[src/rtl/alu_reservation_station.sv]
// alu_reservation_station
//   Buffers dispatched integer-ALU micro-ops, captures missing operands from
//   the CDB, and presents the oldest micro-op with both operands ready to the ALU.
// Ports:
//   clk, rst           clock, synchronous active-high reset
//   flush              drop every buffered micro-op (mispredict recovery)
//   dispatch_*         incoming micro-op (valid/ready handshake)
//   cdb_*              result broadcast used for wakeup and dispatch bypass
//   issue_*            selected micro-op towards the ALU (valid/ready handshake)
//   occupancy          number of busy entries

package alu_rs_pkg;
  typedef enum logic [3:0] {
    noALU, addALU, subALU, andALU, orALU, xorALU,
    sllALU, srlALU, sraALU, sltALU, sltuALU
  } ALU_operation_t;
endpackage

module alu_reservation_station
  import alu_rs_pkg::*;
#(
  parameter int DEPTH = 4,
  parameter int TAG_W = 4
) (
  input  logic                         clk,
  input  logic                         rst,
  input  logic                         flush,
  input  logic                         dispatch_valid,
  output logic                         dispatch_ready,
  input  ALU_operation_t               dispatch_op,
  input  logic                         dispatch_src1_valid,
  input  logic [31:0]                  dispatch_src1_data,
  input  logic [TAG_W-1:0]             dispatch_src1_tag,
  input  logic                         dispatch_src2_valid,
  input  logic [31:0]                  dispatch_src2_data,
  input  logic [TAG_W-1:0]             dispatch_src2_tag,
  input  logic [TAG_W-1:0]             dispatch_dest_tag,
  input  logic                         cdb_valid,
  input  logic [TAG_W-1:0]             cdb_tag,
  input  logic [31:0]                  cdb_data,
  output logic                         issue_valid,
  input  logic                         issue_ready,
  output ALU_operation_t               issue_op,
  output logic [31:0]                  issue_input1_data,
  output logic [31:0]                  issue_input2_data,
  output logic [TAG_W-1:0]             issue_dest_tag,
  output logic [$clog2(DEPTH+1)-1:0]   occupancy
);
  localparam int IDX_W = $clog2(DEPTH);
  localparam int OCC_W = $clog2(DEPTH+1);

  typedef struct packed {
    ALU_operation_t   op;
    logic             v1;
    logic [31:0]      d1;
    logic [TAG_W-1:0] t1;
    logic             v2;
    logic [31:0]      d2;
    logic [TAG_W-1:0] t2;
    logic [TAG_W-1:0] dest;
  } entry_t;

  entry_t                          ent [DEPTH];
  logic [DEPTH-1:0]                busy;
  // age[i][j] set: entry j is older than entry i
  logic [DEPTH-1:0][DEPTH-1:0]     age;

  logic [DEPTH-1:0] rdy, sel, clr;
  logic [IDX_W-1:0] free_idx;
  logic             disp_fire, issue_fire;
  entry_t           new_ent;

  // select: a ready entry wins if no other ready entry is older than it
  always_comb begin
    for (int i = 0; i < DEPTH; i++) rdy[i] = busy[i] & ent[i].v1 & ent[i].v2;
    for (int i = 0; i < DEPTH; i++) sel[i] = rdy[i] & ~|(age[i] & rdy);
  end

  assign issue_valid = |rdy;
  assign issue_fire  = issue_valid & issue_ready;
  assign clr         = sel & {DEPTH{issue_fire}};

  always_comb begin
    issue_op          = noALU;
    issue_input1_data = '0;
    issue_input2_data = '0;
    issue_dest_tag    = '0;
    for (int i = 0; i < DEPTH; i++) begin
      if (sel[i]) begin
        issue_op          = ent[i].op;
        issue_input1_data = ent[i].d1;
        issue_input2_data = ent[i].d2;
        issue_dest_tag    = ent[i].dest;
      end
    end
  end

  // lowest-index free slot, from registered busy bits only
  always_comb begin
    free_idx = '0;
    for (int i = DEPTH-1; i >= 0; i--) if (!busy[i]) free_idx = IDX_W'(i);
  end

  assign dispatch_ready = (occupancy < OCC_W'(DEPTH));
  assign disp_fire      = dispatch_valid & dispatch_ready;

  // dispatch bypass: a source broadcast in the dispatch cycle is captured directly
  always_comb begin
    new_ent.op   = dispatch_op;
    new_ent.t1   = dispatch_src1_tag;
    new_ent.t2   = dispatch_src2_tag;
    new_ent.dest = dispatch_dest_tag;
    new_ent.v1   = dispatch_src1_valid | (cdb_valid & (cdb_tag == dispatch_src1_tag));
    new_ent.d1   = dispatch_src1_valid ? dispatch_src1_data : cdb_data;
    new_ent.v2   = dispatch_src2_valid | (cdb_valid & (cdb_tag == dispatch_src2_tag));
    new_ent.d2   = dispatch_src2_valid ? dispatch_src2_data : cdb_data;
  end

  // payload: wakeup for busy entries, write on dispatch (no reset needed)
  always_ff @(posedge clk) begin
    for (int i = 0; i < DEPTH; i++) begin
      if (cdb_valid && busy[i]) begin
        if (!ent[i].v1 && ent[i].t1 == cdb_tag) begin
          ent[i].v1 <= 1'b1;
          ent[i].d1 <= cdb_data;
        end
        if (!ent[i].v2 && ent[i].t2 == cdb_tag) begin
          ent[i].v2 <= 1'b1;
          ent[i].d2 <= cdb_data;
        end
      end
    end
    if (disp_fire) ent[free_idx] <= new_ent;
  end

  // control: busy bits, age matrix, occupancy
  always_ff @(posedge clk) begin
    if (rst || flush) begin
      busy      <= '0;
      age       <= '0;
      occupancy <= '0;
    end else begin
      busy <= (busy & ~clr) | (disp_fire ? (DEPTH'(1) << free_idx) : '0);
      if (disp_fire) begin
        // stale column bits from the slot's previous life must not survive
        for (int i = 0; i < DEPTH; i++) age[i][free_idx] <= 1'b0;
        age[free_idx] <= busy & ~clr;
      end
      case ({disp_fire, issue_fire})
        2'b10:   occupancy <= occupancy + OCC_W'(1);
        2'b01:   occupancy <= occupancy - OCC_W'(1);
        default: occupancy <= occupancy;
      endcase
    end
  end
endmodule

[config.mk]
export PLATFORM = sky130hd
export DESIGN_NAME = alu_reservation_station
export DESIGN_NICKNAME = d
export VERILOG_FILES = /design/src/rtl/alu_reservation_station.sv
export SDC_FILE = /design/constraint.sdc
export NUM_CORES = 1
export LEC_CHECK = 0
export CAP_MARGIN = 10
export CORE_MARGIN = 2
export CORE_UTILIZATION = 40
export DETAILED_ROUTE_END_ITERATION = 10
export PLACE_DENSITY_LB_ADDON = 0.2
export SLEW_MARGIN = 0
export SYNTH_ARGS = -nofsm -noshare
export SYNTH_HDL_FRONTEND = slang
export SYNTH_SLANG_ARGS = --single-unit
[constraint.sdc]
create_clock -name clk -period 13.1 [get_ports clk]
set_clock_uncertainty 0.1 [all_clocks]
set_input_delay 3.93 -clock clk [delete_from_list [all_inputs] [get_ports clk]]
set_output_delay 3.93 -clock clk [all_outputs]
set_load 0.03 [all_outputs]
# == Word-level counts from Yosys, hierarchy flattened ==
# Memory sizes are Yosys's and may differ from the RTL's.
# Cells that the tools add are included.
# classes
n_addsub,2
order_cmp,3
n_eq_ne,12
n_shift,1
mux,55
bitwise_logic,31
reduce_logical,32
# ops
operator,n
32-bit two-way mux,10
4-bit bitwise AND,10
4-bit equality test,10
4-bit two-way mux,10
1-bit two-way mux,27
4-bit OR reduction,5
1-bit bitwise AND,16
16-bit bitwise mux,1
1-bit logical AND,13
1-bit logical NOT,12
4-bit demux with 2-bit select,1
2-bit two-way mux,4
4-bit NOT,2
3-bit one-hot mux with 2 select lines,1
4-bit bitwise OR,1
1-bit by 2-bit left shift with 4-bit output (first input constant),1
3-bit by 1-bit adder with 3-bit output (second input constant),1
2-bit by 3-bit < comparator with 1-bit output (second input constant),1
3-bit < comparator (second input constant),1
3-bit by 1-bit subtractor with 3-bit output (second input constant),1
1-bit demux with 2-bit select,1
2-bit by 1-bit equality test with 1-bit output (second input constant),1
2-bit equality test (second input constant),1
2-bit by 1-bit greater-or-equal comparator with 1-bit output (second input constant),1
3 further kinds,4
# word_totals
ff_bits,23
ramBits,328
in_bits,124
output_inout_bits,77
wordCells,143
n_memories,1
# mem_list
name,depth,width,read_ports,rd_clocked_by_memory_dff,wr,line_no,source
ent,4,82,4,0,5,63,entry_t ent [DEPTH];

# == Longest topological paths before layout ==
# Gate-level depths: netlist (run 1).
# depth
depth_word,11
depth_mapped,9
ltp_nobuf,8

# == Worst setup path before layout (run 1) ==
# No wires, ideal clock.
# synth_timing
kind,input to register
from,input cdb_tag[3]
to,"memory ent[0][10] in the netlist's numbering, enable pin"
setup_ns,0.516
arrival_ns,7.890
setup_slack_ns,4.595
cell_stages,4
n_path_buf,1
path_cell_list,buf_2 -> xnor2_1 -> nand3_1 -> o41ai_1
# synth_lines
element,line_no,source
start: declaration,39,"input logic [TAG_W-1:0] cdb_tag,"
end: declaration,63,

# == Worst setup path in the final report (run 1) ==
# layout_timing
from,register busy[2]
to,output issue_op[3]
# layout_via
elab_chain_cells,10
elab_cells_between_ends,22
cone_classes,4 x mux; 10 x bitwise; 8 x reduce/logical
# layout_lines
element,line_no,source
start: declaration,64,logic [DEPTH-1:0] busy;
start signal: assignment,143,busy <= (busy & ~clr) | (disp_fire ? (DEPTH'(1) << free_idx) : '0);
1-bit bitwise AND (*) (2 in series),75,for (int i = 0; i < DEPTH; i++) rdy[i] = busy[i] & ent[i].v1 & ent[i].v2;
4-bit bitwise AND,76,for (int i = 0; i < DEPTH; i++) sel[i] = rdy[i] & ~|(age[i] & rdy);
4-bit OR reduction,76,
1-bit logical NOT,76,
1-bit bitwise AND,76,
4-bit two-way mux (3 in series),89,if (sel[i]) begin
4-bit two-way mux (*),89,
end: declaration,43,"output ALU_operation_t issue_op,"
# Every way passes the cells marked *; elsewhere a longest branch is shown, timed or not.

==> results of run 1 <==
[cell usage in the layout, fill, tap and decap left out, drive strengths merged, types with 8 or more instances in the layout]
cell type      synthesis  final
nand2                 27     27
clkbuf                22     50
clkdlybuf4s50          0    200
dfxtp                 24     24
xnor2                 26     26
xor2                  16     16
edfxtp               327    327
mux2                 256    256
inv                   83     85
buf                   70     20
a211oi                72     72
clkinv                 1     20
nand4                 16     16
nand3                 87     87
nor2                  80     80
a221oi                72     72
a32o                   8      8
[synthesized netlist by cell type (22+ instances only)]
library cell / count
a211oi_1: 72
a221oi_2: 70
buf_2: 38
buf_6: 26
clkbuf_1: 22
dfxtp_1: 24
edfxtp_1: 327
inv_1: 80
mux2_1: 37
mux2_2: 159
mux2_4: 60
nand2_1: 23
nand3_1: 87
nor2_1: 80
xnor2_1: 26
[flip-flops by register name, summed over array words and instances, names as in the netlist, named ones only]
register and count:
occupancy 3, ent 328, age 12, busy 4
[worst max path at each step]
stage | slack (ps) | start | end
floorplan | 4590 | cdb_tag[3] | ent[0][10]
global placement | 5170 | busy[2] | issue_input1_data[30]
detailed placement | 5130 | busy[2] | issue_input1_data[30]
CTS | 4520 | busy[2] | issue_input1_data[30]
global route | 4450 | busy[2] | issue_op[3]
finish | 4650 | busy[2] | issue_op[3]
[worst max-delay path, cell delays in order (launching register included)]
cell and delay, ps:
dfxtp_1 540, and4b_1 270, o2111a_4 580, and2_4 850, buf_4 700, a221oi_1 210
clkdlybuf4s50_1 630
[stage by stage]
stage	setup WS [ps]	power, mW	util	instance area (sq um)	hold slack [ps]
after floorplan	4595	1.402	-	17820	332.0
after global placement	5173	1.498	0.4576	20190	362.4
after detailed placement	5133	1.501	0.4576	20190	358.4
after CTS	4520	2.605	0.4866	21470	372.9
after global routing	4446	2.662	0.4868	21480	400.1
final	4652	2.581	0.4869	21480	376.0
[logic make-up after synthesis]
family / count (synthesis) / share of synthesized area
AO/OA/AOI/OAI: 183 / 0.1075
flip-flops: 351 / 0.5780
adder cells (fa/ha/maj): 2 / 0.001825
AND/OR/NAND/NOR: 237 / 0.06565
buffers and inverters: 176 / 0.05203
XOR/XNOR: 42 / 0.02064
multiplexers: 256 / 0.1744
[where the power goes]
group          internal [mW]  switching, mW  total [mW]  leakage (nW)
Sequential              1.26        0.00960        1.27          3.21
Clock                  0.639          0.464        1.10         0.628
Combinational          0.103          0.105       0.208          3.51
Total                   2.00          0.579        2.58          7.34
[cell type report]
class	count	area (sq um)
fillers	3970	22640
clock buffers	50	1102
repair buffers	220	2152
diodes	5	12.51
inverters	84	316.6
flip-flops and latches	351	10300
well taps	592	740.7
clock inverters	25	177.7
multi-input cells	720	6681
[per-layer routing]
layer / up-vias / GRT usage / share of wire
li1: 5183 / - / -
met1: 5862 / 0.2987 / 0.44
met2: 373 / 0.3742 / 0.48
met3: 83 / 0.03468 / 0.056
met4: 4 / 0.07701 / 0.027
met5: - / 0 / 0.00056
==> run summary, run 1 <==
Ports - 201
Yosys warning count - 0
Worst vdd ir - 77.64 uV
First-iteration detailed-routing DRC count - 915
Finished Layout Cells - 2047
Input/output buffers - 200
Post-synth EDFFs - 327
Reg-to-reg critical path startpoint - busy[0]
Layout cells sized above 1 - 0.2759
Unique masters post-synth - 52
Mapped Area - 0.01782 sq mm
Root Buffer - clkbuf_16
Clock tree sinks - 351
Hold EP - age[11]
H-Tree Depth - 2
Post-synth top area share - 0.5510
Fin. Hold Viols - 0
Pwr/cell area - 120.1 mW/mm^2
Syn nets - 1373
Final min period - 8448 ps
DRC violations left - 0
Worst-Skew Late Latency - 550 ps
Ranking of synthesized cells by area - edfxtp_1 (55%), mux2_2 (10%), a221oi_2 (5.9%)
Hold buffer count at CTS - 0
Final WL - 52080 microns
Horiz. Die Dim - 215.1 microns
Post-CTS Setup Bufs - 0
Initial Util - 0.4039
DP HPWL - 29910 microns
Grt total ovfl - 0
Mean routed wirelength per cell - 25.44 microns
Layout Nets - 1544
Worst Hold Depth - 2
Post-cts gate resize count - 0
Predominant post-synthesis flop cell - edfxtp_1
Initial antenna violation count - 6
Fmax - 118.4 MHz
Crit Path Max Fanout - 40
Worst R2R Setup Slack - 9670 ps
Placed insts - 1967
Die H - 215.1 microns
MaxCap Viol Count - 0
Vias/cell - 5.620
Status - completed
RSZ-0062 raised after global routing - false
Hold_sp - age[11]
Largest net degree at the start of global routing - 75
Pleak - 7.340 nW
Gp weighted congestion - 0.9079
Required time of the critical path - 9070 ps
CP Data Arrival Time - 4420 ps
Critical R2R Capture - ent[2][35]
TritonCTS clock tree - built
Global-route wire length before repair - 77860 microns
Number of global-route vias before repair - 11.87k
Slew margin rel. - 0.1482
Area grow syn2layout - 20.55%
Setup TNS Final - 0 ps
Final setup viols - 0
Slew Limit Fails - 0
Worst reg2reg path depth - 6
Clock tree buffer depth - 3
Drt first pass iters - 5
Period Utilization, post-route - 0.6449
CP Class - register to primary output
Inserted Clock Buffers - 41
Row count - 77
Asr flop ratio synth - 0
Core area - 0.04412 sq mm
Slew of the pin with the lowest slew margin - 1273 ps
Synthesized instance count - 1247
HP Class - register to register
Setup crit start kind - register
Synthesized area per cell - 14.29 sq um
Seq/Total Area, Yosys - 0.5780
Gr usage total - 0.2244
Clock transition at path regs - 60 ps
Largest area contributor in the netlist - edfxtp_1
Vias - 11.51k
Synth Register Bits - 351
Element type at the critical path end - primary output
Die area - 0.04626 sq mm
Antenna Nets Post-Route - 0
Note: power is estimated with default switching activity, not from simulation.
==> inputs of run 2 (changes only) <==
clock period = 8.55 ns   (was 13.1 ns; I/O delays follow)
==> run summary, run 2 (synthesis results as in run 1) <==
Status - completed
CP Data Arrival Time - 3970 ps (-450 ps)
Setup TNS Final - 0 ps (unchanged)
TritonCTS clock tree - built
Worst-Skew Late Latency - 560 ps (about the same)
Vias/cell - 5.643 (+0.40%)
Element type at the critical path end - primary output
Die area - 0.04626 sq mm (unchanged)
Drt first pass iters - 7 (+2)
Worst vdd ir - 107.5 uV (+38%)
Slew Limit Fails - 0 (unchanged)
Crit Path Max Fanout - 48 (+20%)
Critical path's slowest cell - and2_4
Clock transition at path regs - 60 ps (about the same)
Final WL - 51930 microns (-0.30%)
Gr usage total - 0.2247 (+0.0003397)
RSZ-0062 raised after global routing - false
Register with the most flip-flops - ent
Vias - 11.53k (+0.25%)
Post-CTS Setup Bufs - 0 (unchanged)
Period Utilization, post-route - 0.7760
CP Class - register to primary output
Fmax - 150.7 MHz
Largest register FFs - 328 (unchanged)
Util after Layout - 0.4875 (+0.0005960)
CP delay by family, top - simple AND/OR/NAND/NOR gates
# fillers - 3953 (-0.43%)
Global-route wire length before repair - 77980 microns (+0.16%)
CP Buf/Inv Count - 2 (unchanged)
Clock tree buffer depth - 3 (unchanged)
Commonest cells after routing, fill and taps aside - edfxtp_1 (327), clkdlybuf4s50_1 (200), mux2_2 (159)
Required time of the critical path - 5890 ps (-3180 ps)
Crit path cell chain - nand4_1, nand4_4, and2_4, buf_4, a221oi_2, clkdlybuf4s50_1
Routing usage on met2 - 0.3826 (+0.008414)
Finished Layout Cells - 2044 (-0.15%)
Ports - 201 (unchanged)
Number of global-route vias before repair - 11.95k (+0.61%)
MaxCap Viol Count - 0 (unchanged)
Slew of the pin with the lowest slew margin - 1172 ps (-100.7 ps)
Grt met1 use - 0.2944 (-0.004297)
Post-cts gate resize count - 0 (unchanged)
H-Tree Depth - 2 (unchanged)
Antenna Nets Post-Route - 0 (unchanged)
Layout cells sized above 1 - 0.2747 (-0.001190)
Setup crit start kind - register
Core area - 0.04412 sq mm (unchanged)
Pleak - 7.356 nW (+0.22%)
Largest net degree at the start of global routing - 75 (unchanged)
Grt total ovfl - 0 (unchanged)
Slew margin rel. - 0.2157 (+0.06750)
Footprint of the multi-input gates - 0.006681 sq mm (unchanged)
DP HPWL - 30380 microns (+1.6%)
Mean routed wirelength per cell - 25.40 microns (-0.16%)
Initial antenna violation count - 5 (-1)
Max stage delay on crit path - 880 ps (+30 ps)
Layout Nets - 1546 (+0.13%)
Storage cell area - 0.01030 sq mm (unchanged)
Final min period - 6635 ps
Placed insts - 1969 (+0.10%)
Inserted Clock Buffers - 40 (-2.4%)
First-iteration detailed-routing DRC count - 850 (-7.1%)
Root Buffer - clkbuf_16
Clock tree sinks - 351 (unchanged)
GR Util met3 - 0.03411 (-0.0005662)
Final setup viols - 0 (unchanged)
Hold buffer count at CTS - 0 (unchanged)
DRC violations left - 0 (unchanged)
Pwr/cell area - 184.8 mW/mm^2 (+54%)
Area grow syn2layout - 20.70%
Commonest non-fill, non-tap cell in the layout - edfxtp_1
Gp weighted congestion - 0.8602 (-5.3%)
Row count - 77 (unchanged)
Input/output buffers - 200 (unchanged)
Fin. Hold Viols - 0 (unchanged)
Die H - 215.1 microns (unchanged)
Top flop regs - ent: 328 flops, age: 12 flops, busy: 4 flops
Gr busiest metal - met2
HP Class - register to register
Initial Util - 0.4039 (unchanged)
Horiz. Die Dim - 215.1 microns (unchanged)
## run 2: worst register-to-register path: stages, from the launching register on
cell      delay [ps]
dfxtp_1          610
nand3b_1         190
or3_4            420
inv_2            420
and2_2           460
buf_4            470
mux2_2           430
## run 2: layout make-up
class / instances / share of cell area
Antenna cell: 3 / 0.0003490
Sequential cell: 351 / 0.4789
Clock buffer: 46 / 0.04758
Tap cell: 592 / 0.03444
Multi-Input combinational cell: 720 / 0.3106
Clock inverter: 25 / 0.01198
Timing Repair Buffer: 223 / 0.1014
Inverter: 84 / 0.01472
## run 2: power by group
group,total (mW),switching [mW],internal [mW]
clock,1.71,0.699,1.01
combinational,0.319,0.161,0.158
sequential,1.95,0.0158,1.93
total,3.97,0.876,3.10
## run 2: path summary, 6_finish.rpt
path	start	slack, ps	depth (start not counted)	to
setup / recovery	busy[0]	1920	6	issue_input2_data[12]
hold / removal	age[11]	380	2	age[11]
setup reg to reg	busy[0]	5210	6	ent[2][25]
hold reg to reg	age[11]	380	2	age[11]
## run 2: routing by layer
layer / routed length, microns / share of wire
met5: 27 / 0.00052
met4: 1251 / 0.024
met1: 22240 / 0.43
met2: 25410 / 0.49
met3: 2989 / 0.058
## run 2: per-stage QoR
step / cell area (sq um) / power [mW] / hold WS [ps] / setup slack (ps)
3_5_place_dp: 20210 / 2.301 / 361.9 / 2407
5_1_grt: 21510 / 4.093 / 390.1 / 1681
4_1_cts: 21490 / 4.010 / 376.8 / 1803
2_1_floorplan: 17820 / 2.148 / 332.0 / 1410
3_3_place_gp: 20210 / 2.297 / 357.5 / 2474
6_report: 21510 / 3.974 / 378.9 / 1915
==> inputs of run 3 (changes only) <==
clock period = 5.4 ns   (was 8.55 ns; I/O delays follow)
==> run summary, run 3 (synthesis results as in run 1) <==
Pleak - 7.599 nW (+3.3%)
Vias/cell - 5.621 (-0.38%)
Met1 WL - 22540 microns (+1.3%)
Inserted Clock Buffers - 39 (-2.5%)
Slew margin rel. - 0.4655 (+0.2498)
H-Tree Depth - 2 (unchanged)
Antenna Nets Post-Route - 0 (unchanged)
Global-route wire length before repair - 78260 microns (+0.35%)
Initial Util - 0.4039 (unchanged)
Slew of the pin with the lowest slew margin - 801.8 ps (-370.5 ps)
DP HPWL - 30040 microns (-1.1%)
Period Utilization, post-route - 0.9766
MaxCap Viol Count - 0 (unchanged)
Layout Nets - 1568 (+1.4%)
Crit Path Max Fanout - 73 (+52%)
Largest net degree at the start of global routing - 74 (-1.3%)
Commonest non-fill, non-tap cell in the layout - edfxtp_1
Pwr/cell area - 284.2 mW/mm^2 (+54%)
Setup crit start kind - register
CP Data Arrival Time - 3550 ps (-420 ps)
Final min period - 5274 ps
Initial antenna violation count - 4 (-1)
Final WL - 53160 microns (+2.4%)
Root Buffer - clkbuf_16
Area grow syn2layout - 22.55%
Grt total ovfl - 0 (unchanged)
HP Class - register to register
Util after Layout - 0.4950 (+0.007486)
Overall Power - 6.207 mW (+56%)
Diodes inserted - 0 (-3)
Gr usage total - 0.2271 (+0.002419)
Final setup viols - 0 (unchanged)
Storage cell area - 0.01030 sq mm (about the same)
Drt first pass iters - 6 (-1)
Core area - 0.04412 sq mm (unchanged)
Worst Slack Setup Final - 126.5 ps (-1789 ps)
Layout cells sized above 1 - 0.2876 (+0.01289)
Commonest cells after routing, fill and taps aside - edfxtp_1 (327), clkdlybuf4s50_1 (199), mux2_2 (159)
Vias - 11.60k (+0.55%)
Dpl ws - 535.7 ps (-1872 ps)
Number of global-route vias before repair - 11.98k (+0.27%)
Slew Limit Fails - 0 (unchanged)
Input/output buffers - 200 (unchanged)
Worst-Skew Late Latency - 570 ps (about the same)
Row count - 77 (unchanged)
Ports - 201 (unchanged)
Required time of the critical path - 3680 ps (-2210 ps)
CP Class - register to primary output
DRC violations left - 0 (unchanged)
# fillers - 3927 (-0.66%)
Post-route cell area - 0.02184 sq mm (+1.5%)
Uppermost layer routed - met5
Mean routed wirelength per cell - 25.77 microns (+1.4%)
Clock tree sinks - 351 (unchanged)
Fmax - 189.6 MHz
Hold_sp - age[11]
Clock tree buffer depth - 3 (unchanged)
Largest register FFs - 328 (unchanged)
Die area - 0.04626 sq mm (unchanged)
Top flop regs - ent: 328 flops, age: 12 flops, busy: 4 flops
Element type at the critical path end - primary output
Die H - 215.1 microns (unchanged)
DR WL met3 - 2938 microns (-1.7%)
Worst vdd ir - 189.2 uV (+76%)
Met2 routed WL - 26590 microns (+4.6%)
TritonCTS clock tree - built
Status - completed
CP Launch Point - ent[1][40]
Total placed instance area - 0.02053 sq mm (+1.6%)
Gp weighted congestion - 0.8985 (+4.5%)
Clock transition at path regs - 60 ps (about the same)
Reg-to-reg critical path startpoint - busy[1]
Footprint of the multi-input gates - 0.006779 sq mm (+1.5%)
Horiz. Die Dim - 215.1 microns (unchanged)
Fin. Hold Viols - 0 (unchanged)
First-iteration detailed-routing DRC count - 766 (-9.9%)
Register with the most flip-flops - ent
==> run 3: per-stage QoR <==
step	instances	setup TNS, ps	hold slack, ps
floorplan	1247	0	332.0
global route	2063	-5.122	402.4
detailed placement	1988	0	354.5
global placement	1988	0	352.2
CTS	2058	-5.236	364.4
finish	2063	0	366.8
==> run 3: repair_timing <==
item / CTS / global route
hold buffers: 0 / 0
resized for setup: 4 / 7
buffers inserted: 0 / 3
cloned: 0 / 2
setup endpoints to repair: 19 / 64
pin swaps: 1 / 2
==> run 3: area by class of cell <==
type / instances / area share
tap: 592 / 0.03392
multi-input combinational: 722 / 0.3104
timing repair buffer: 244 / 0.1128
clock buffer: 51 / 0.04864
sequential: 351 / 0.4718
clock inverter: 19 / 0.007963
inverter: 84 / 0.01449
==> run 3: power by group <==
part           switching, mW  internal [mW]
Clock                   1.08           1.53
Sequential            0.0230           3.06
Combinational          0.259          0.257
==> run 3: final timing paths <==
kind                                 to  slack [ps]  cells after the start
setup / recovery  issue_input2_data[12]         130                      6
hold reg to reg                 age[11]         370                      2
hold / removal                  age[11]         370                      2
setup reg to reg             ent[2][14]        2670                      6
==> run 3: critical path, stage by stage, from the launching register on <==
cell and delay, ps:
edfxtp_1 540, nand4_1 190, o2111a_4 300, buf_6 590, a211oi_1 140, a221oi_2 410
clkdlybuf4s50_1 740
==> run 3: per-layer routing <==
layer	track usage	vias up
met1	0.2921	5957
li1	-	5224
met3	0.03977	74
met5	0	-
met4	0.06023	8
met2	0.3956	334
